===== src/rtl/pipe_ctrl_pkg.sv =====
// Shared types and constants for the 5-stage pipeline sequencing controller.
// Holds the controller state enum, the halt opcode and default sizing constants.
package pipe_ctrl_pkg;

  typedef enum logic [1:0] {
    RUN    = 2'd0,
    DRAIN  = 2'd1,
    HALTED = 2'd2
  } state_e;

  localparam logic [6:0] HALT_OPCODE      = 7'b0000001;
  localparam int         REG_ADDR_W_DEF   = 5;
  localparam int         DRAIN_CYCLES_DEF = 3;
  localparam int         CNT_W_DEF        = 32;

  function automatic logic is_halt_opcode(input logic [6:0] opcode);
    return opcode == HALT_OPCODE;
  endfunction

endpackage


===== src/rtl/pipeline_ctrl_hazard_detect.sv =====
// Load-use hazard detection between the load in EX and its consumer in ID.
// A halt in ID never raises the hazard: it is turned into a bubble anyway.
module hazard_detect
  import pipe_ctrl_pkg::*;
#(
  parameter int REG_ADDR_W = REG_ADDR_W_DEF
) (
  input  logic [REG_ADDR_W-1:0] id_rs1,
  input  logic [REG_ADDR_W-1:0] id_rs2,
  input  logic                  id_use_rs1,
  input  logic                  id_use_rs2,
  input  logic                  id_halt,
  input  logic [REG_ADDR_W-1:0] ex_rd,
  input  logic                  ex_MemRead,
  output logic                  lu
);

  logic w_rd_live;
  logic w_rs1_hit;
  logic w_rs2_hit;

  // x0 is hardwired to zero, so a load targeting it never creates a dependency
  assign w_rd_live = ex_MemRead && (ex_rd != '0);
  assign w_rs1_hit = id_use_rs1 && (id_rs1 == ex_rd);
  assign w_rs2_hit = id_use_rs2 && (id_rs2 == ex_rd);

  assign lu = w_rd_live && (w_rs1_hit || w_rs2_hit) && !id_halt;

endmodule


===== src/rtl/pipeline_ctrl.sv =====
// Pipeline sequencing controller: per-stage stall/flush, redirect, memory wait and halt drain.
// Optional performance counters (stall_cnt, flush_cnt) are built when PIPE_PERF_EN is defined.
module pipeline_ctrl
  import pipe_ctrl_pkg::*;
#(
  parameter int REG_ADDR_W   = REG_ADDR_W_DEF,
  parameter int DRAIN_CYCLES = DRAIN_CYCLES_DEF
`ifdef PIPE_PERF_EN
  , parameter int CNT_W      = CNT_W_DEF
`endif
) (
  input  logic                  clk,
  input  logic                  reset,
  input  logic [REG_ADDR_W-1:0] id_rs1,
  input  logic [REG_ADDR_W-1:0] id_rs2,
  input  logic                  id_use_rs1,
  input  logic                  id_use_rs2,
  input  logic                  id_halt,
  input  logic [REG_ADDR_W-1:0] ex_rd,
  input  logic                  ex_MemRead,
  input  logic                  ex_pc_sel,
  input  logic                  mem_busy,
  output logic                  pc_stall,
  output logic                  if_id_stall,
  output logic                  if_id_flush,
  output logic                  id_ex_stall,
  output logic                  id_ex_flush,
  output logic                  ex_mem_stall,
  output logic                  mem_wb_flush,
  output logic                  halted
`ifdef PIPE_PERF_EN
  , output logic [CNT_W-1:0]    stall_cnt
  , output logic [CNT_W-1:0]    flush_cnt
`endif
);

  localparam int                DCNT_W     = $clog2(DRAIN_CYCLES + 1);
  localparam logic [DCNT_W-1:0] DRAIN_INIT = DCNT_W'(DRAIN_CYCLES);
  localparam logic [DCNT_W-1:0] DRAIN_LAST = DCNT_W'(1);

  state_e            r_state;
  state_e            w_state_nxt;
  logic [DCNT_W-1:0] r_cnt;
  logic [DCNT_W-1:0] w_cnt_nxt;
  logic              r_halted;
  logic              w_lu;

  hazard_detect #(
    .REG_ADDR_W (REG_ADDR_W)
  ) u_hazard_detect (
    .id_rs1     (id_rs1),
    .id_rs2     (id_rs2),
    .id_use_rs1 (id_use_rs1),
    .id_use_rs2 (id_use_rs2),
    .id_halt    (id_halt),
    .ex_rd      (ex_rd),
    .ex_MemRead (ex_MemRead),
    .lu         (w_lu)
  );

  always_ff @(posedge clk) begin
    if (reset) begin
      r_state  <= RUN;
      r_cnt    <= '0;
      r_halted <= 1'b0;
    end else begin
      r_state  <= w_state_nxt;
      r_cnt    <= w_cnt_nxt;
      r_halted <= (w_state_nxt == HALTED);
    end
  end

  always_comb begin
    w_state_nxt  = r_state;
    w_cnt_nxt    = r_cnt;
    pc_stall     = 1'b0;
    if_id_stall  = 1'b0;
    if_id_flush  = 1'b0;
    id_ex_stall  = 1'b0;
    id_ex_flush  = 1'b0;
    ex_mem_stall = 1'b0;
    mem_wb_flush = 1'b0;

    case (r_state)
      RUN: begin
        // Memory wait outranks everything: the whole pipe holds, so any
        // redirect or halt stays presented and is acted on once it clears.
        if (mem_busy) begin
          pc_stall     = 1'b1;
          if_id_stall  = 1'b1;
          id_ex_stall  = 1'b1;
          ex_mem_stall = 1'b1;
          mem_wb_flush = 1'b1;
        end else if (ex_pc_sel) begin
          if_id_flush = 1'b1;
          id_ex_flush = 1'b1;
        end else if (w_lu) begin
          pc_stall    = 1'b1;
          if_id_stall = 1'b1;
          id_ex_flush = 1'b1;
        end else if (id_halt) begin
          pc_stall    = 1'b1;
          if_id_flush = 1'b1;
          id_ex_flush = 1'b1;
          w_state_nxt = DRAIN;
          w_cnt_nxt   = DRAIN_INIT;
        end
      end

      DRAIN: begin
        pc_stall    = 1'b1;
        if_id_flush = 1'b1;
        id_ex_flush = 1'b1;
        if (mem_busy) begin
          id_ex_stall  = 1'b1;
          ex_mem_stall = 1'b1;
          mem_wb_flush = 1'b1;
        end else begin
          w_cnt_nxt = r_cnt - 1'b1;
          // <= also catches a zero count so a corrupted drain cannot hang
          if (r_cnt <= DRAIN_LAST) begin
            w_state_nxt = HALTED;
          end
        end
      end

      HALTED: begin
        pc_stall     = 1'b1;
        if_id_stall  = 1'b1;
        id_ex_stall  = 1'b1;
        ex_mem_stall = 1'b1;
        mem_wb_flush = 1'b1;
      end

      default: begin
        w_state_nxt = RUN;
        w_cnt_nxt   = '0;
      end
    endcase
  end

  assign halted = r_halted;

`ifdef PIPE_PERF_EN
  logic [CNT_W-1:0] r_stall_cnt;
  logic [CNT_W-1:0] r_flush_cnt;

  // Counting only in RUN freezes both counters through the halt sequence
  always_ff @(posedge clk) begin
    if (reset) begin
      r_stall_cnt <= '0;
      r_flush_cnt <= '0;
    end else if (r_state == RUN) begin
      if (pc_stall) begin
        r_stall_cnt <= r_stall_cnt + 1'b1;
      end
      if (ex_pc_sel && !mem_busy) begin
        r_flush_cnt <= r_flush_cnt + 1'b1;
      end
    end
  end

  assign stall_cnt = r_stall_cnt;
  assign flush_cnt = r_flush_cnt;
`endif

endmodule


===== config.mk =====
export PLATFORM = sky130hd
export DESIGN_NAME = pipeline_ctrl
export DESIGN_NICKNAME = d
export VERILOG_FILES = /design/src/rtl/pipe_ctrl_pkg.sv /design/src/rtl/pipeline_ctrl_hazard_detect.sv /design/src/rtl/pipeline_ctrl.sv
export SDC_FILE = /design/constraint.sdc
export NUM_CORES = 1
export LEC_CHECK = 0
export ABC_AREA = 1
export CORE_MARGIN = 2
export CORE_UTILIZATION = 44
export CTS_CLUSTER_DIAMETER = 50
export DETAILED_ROUTE_END_ITERATION = 12
export PLACE_DENSITY_LB_ADDON = 0.1
export SLEW_MARGIN = 0
export SYNTH_ARGS = -nofsm -noshare
export SYNTH_HDL_FRONTEND = slang
export SYNTH_HIERARCHICAL = 1
export SYNTH_SLANG_ARGS = --single-unit
export TNS_END_PERCENT = 100

===== constraint.sdc =====
create_clock -name clk -period 2.2 [get_ports clk]
set_input_delay 0.22 -clock clk [delete_from_list [all_inputs] [get_ports clk]]
set_output_delay 0.22 -clock clk [all_outputs]
set_load 0.05 [all_outputs]

==> impl_metrics.json <==
{
  "busiest_layer": "met2",
  "period_share_pct": 93.5,
  "n_fill_cell": 144,
  "synth_seq_cells": 5,
  "place_ws_ns": -0.00282,
  "first_global_vias": 764,
  "clock_latency_ns": 0.25,
  "drt_iter0_drc": 11,
  "worst_pin_slew_ns": 0.487,
  "vias": 862,
  "ios": 31,
  "critical_path.startpoint_type": "input port",
  "arrival_ns": 1.84,
  "status": "completed",
  "syn-cell-area_um2": 708,
  "cp_common_cell": "nand2_1",
  "regArea_um2": 100,
  "syn2layout_area_growth_pct": 55.3,
  "clk_path_buf_depth": 2,
  "overflow": 0,
  "met3_usage_pct": 6.12,
  "antenna_cells": 0,
  "irDropWorstVdd_v": 0.000569,
  "cts_buffers": 3,
  "drive_above_1_share_pct": 16.1,
  "die_y_um": 44.1,
  "place_inst": 179,
  "timing.final.hold_violations": 0,
  "p_leak_nw": 0.657,
  "cts_max_level": 1,
  "met1_usage_pct": 23.8,
  "crit_required_ns": 1.98,
  "path_max_fanout": 5,
  "clock_skew_ns": 0.00444,
  "post-route-util_pct": 73.0,
  "grt_max_degree": 9,
  "postRouteAntennaNets": 0,
  "viasPerCell": 4.68,
  "max-slew-margin-rel_pct": 67.5,
  "final_cells": 184,
  "cts.sink_count": 5,
  "crit_path_max_incr_delay_ns": 0.47,
  "setup_viol": 0,
  "wl_per_cell_um": 9.89,
  "period_minus_slack_ns": 2.06,
  "hold_path_startpoint": "r_cnt[0]$_SDFFE_PP0P_",
  "synthCells": 135,
  "track_usage_pct": 19.5,
  "cts.clk_slew.worst_paths_ns": 0.05,
  "yosys_warnings": 6,
  "synth_nets": 163,
  "cts_tree": "built",
  "drt_wl_total_mm": 1.82,
  "slew_viol_final": 0,
  "core_area_mm2": 0.00151,
  "r2r-start": "r_state[1]$_SDFF_PP0_",
  "hp-class": "flip-flop to flip-flop",
  "start_util_pct": 47.0,
  "dp_hpwl_mm": 1.46,
  "die-area_mm2": 0.00195,
  "place_congestion": 0.851,
  "final_nets": 197,
  "cp-end-kind": "output port",
  "muxShareOfSynthArea_pct": 0,
  "std_cell_rows": 14,
  "crit_path_start": "id_rs2[2]",
  "synth-compound-area-share_pct": 13.1,
  "io_buffers": 30,
  "p_per_area_mw_per_mm2": 629,
  "synth-adder-area-share_pct": 8.83,
  "grt_pass1_wl_mm": 2.92,
  "crit_chain": "clkdlybuf4s50_1 -> inv_1 -> nand2_1 -> nand2_1 -> nor2_2 -> nand3_2 -> a21oi_2 -> buf_4 -> o21ai_0 -> nand2_1 -> a21oi_1 -> nor2_2 -> buf_12",
  "fmax_mhz": 486,
  "drc": 0,
  "ys_seq_area_share_pct": 14.1,
  "cap_viol_max_count": 0,
  "drt_pass1_iterations": 4,
  "slowest_stage": "clkdlybuf4s50_1",
  "antenna_found_initial": 0,
  "multi_input_area_um2": 489,
  "yosysUniqueCellTypes": 17,
  "synth_xor_area_share_pct": 0,
  "worst_slack_ns": 0.143,
  "grt_util_met2_pct": 34.1,
  "synth_top_family_by_area": "simple AND/OR/NAND/NOR gates",
  "setup_tns_ns": 0,
  "syn-mean-instance-area_um2": 5.25,
  "die_w_um": 44.1,
  "cts_root_buf": "clkbuf_4",
  "path_class": "input port to output port",
  "synth_simple_gate_area_share_pct": 44.9
}
## worst max-delay path: cells and delay by family
family	cells	cell delay (ns)
compound gates	3	0.25
simple gates	6	0.57
buf+inv	4	0.80
## repair_timing
action,CTS,global route
setup endpoints to repair,1,4
resized for setup,1,12
pin swaps,0,4
hold endpoints to repair,0,0
hold buffers,0,0
buffers inserted,0,1
## where the power goes
part           switching [mW]  total (mW)  internal [mW]
logic                   0.275       0.456          0.181
clock network          0.0435       0.112         0.0690
registers              0.0164       0.123          0.107
total                   0.335       0.692          0.357
## metal layers
layer / wire length (µm) / up-vias
met5: 0 / -
met3: 154 / 0
met4: 0 / 0
met2: 845 / 32
li1: - / 471
met1: 819 / 359
## layout make-up
| class | instances | share of cell area, % |
|---|---|---|
| Inverter | 29 | 9.90 |
| Tap cell | 16 | 1.82 |
| Clock buffer | 4 | 2.39 |
| Sequential cell | 5 | 9.10 |
| Timing Repair Buffer | 32 | 32.3 |
| Multi-Input combinational cell | 98 | 44.5 |
## per-stage QoR
step | hold WS (ns) | total power, mW | cell area, µm²
after floorplan | 0.282 | 0.418 | 708
after global placement | 0.496 | 0.569 | 1030
after detailed placement | 0.499 | 0.575 | 1030
after CTS | 0.506 | 0.695 | 1060
after global routing | 0.526 | 0.744 | 1100
final | 0.507 | 0.692 | 1100
## cells by family after synthesis
family                   Yosys count
flip-flops                         5
buffers and inverters             32
AND/OR/NAND/NOR                   76
adder cells (fa/ha/maj)            5
AO/OA/AOI/OAI                     17
## path summary, 6_finish.rpt
path	to	slack, ns	cells after the start
hold / removal	r_cnt[0]$_SDFFE_PP0P_	0.51	2
setup reg to reg	r_cnt[0]$_SDFFE_PP0P_	0.74	7
setup / recovery	pc_stall	0.14	13
hold reg to reg	r_cnt[0]$_SDFFE_PP0P_	0.51	2
## cell usage after synthesis
| cell type | instances | area [µm²] |
|---|---|---|
| nor2_2 | 2 | 12.5 |
| buf_4 | 2 | 15.0 |
| buf_6 | 1 | 11.3 |
| nor2_1 | 14 | 52.6 |
| a21oi_1 | 6 | 30.0 |
| inv_1 | 26 | 97.6 |
| dfxtp_1 | 5 | 100 |
| nand2_2 | 2 | 12.5 |
| nand2_1 | 46 | 173 |
| inv_2 | 3 | 11.3 |
| o21ai_0 | 9 | 45.0 |
| nand4_1 | 1 | 6.26 |
| a21oi_2 | 2 | 17.5 |
| nor2_4 | 1 | 11.3 |
| nor3_1 | 2 | 10.0 |
| nand3_1 | 8 | 40.0 |
| ha_1 | 5 | 62.6 |
## flip-flops by register name, indices dropped and copies added, names as in the netlist
name and count:
r_cnt 2, r_state 2, halted 1
## placed cells by master, fill, tap and decap left out
| cell | n |
|---|---|
| nor2_4 | 1 |
| nor3_1 | 2 |
| clkbuf_4 | 3 |
| inv_2 | 3 |
| buf_4 | 6 |
| nand4_1 | 1 |
| nand3_2 | 1 |
| clkbuf_1 | 1 |
| dlymetal6s2s_1 | 8 |
| o21ai_0 | 6 |
| nand3_1 | 7 |
| clkdlybuf4s50_1 | 15 |
| ha_1 | 5 |
| a21oi_1 | 5 |
| nor2_2 | 5 |
| dfxtp_1 | 5 |
| buf_12 | 3 |
| o21ai_1 | 3 |
| a21oi_2 | 3 |
| nand2_2 | 2 |
| nor2_1 | 11 |
| inv_1 | 26 |
| nand2_1 | 46 |
No activity file was read; power rests on OpenSTA's default activity.
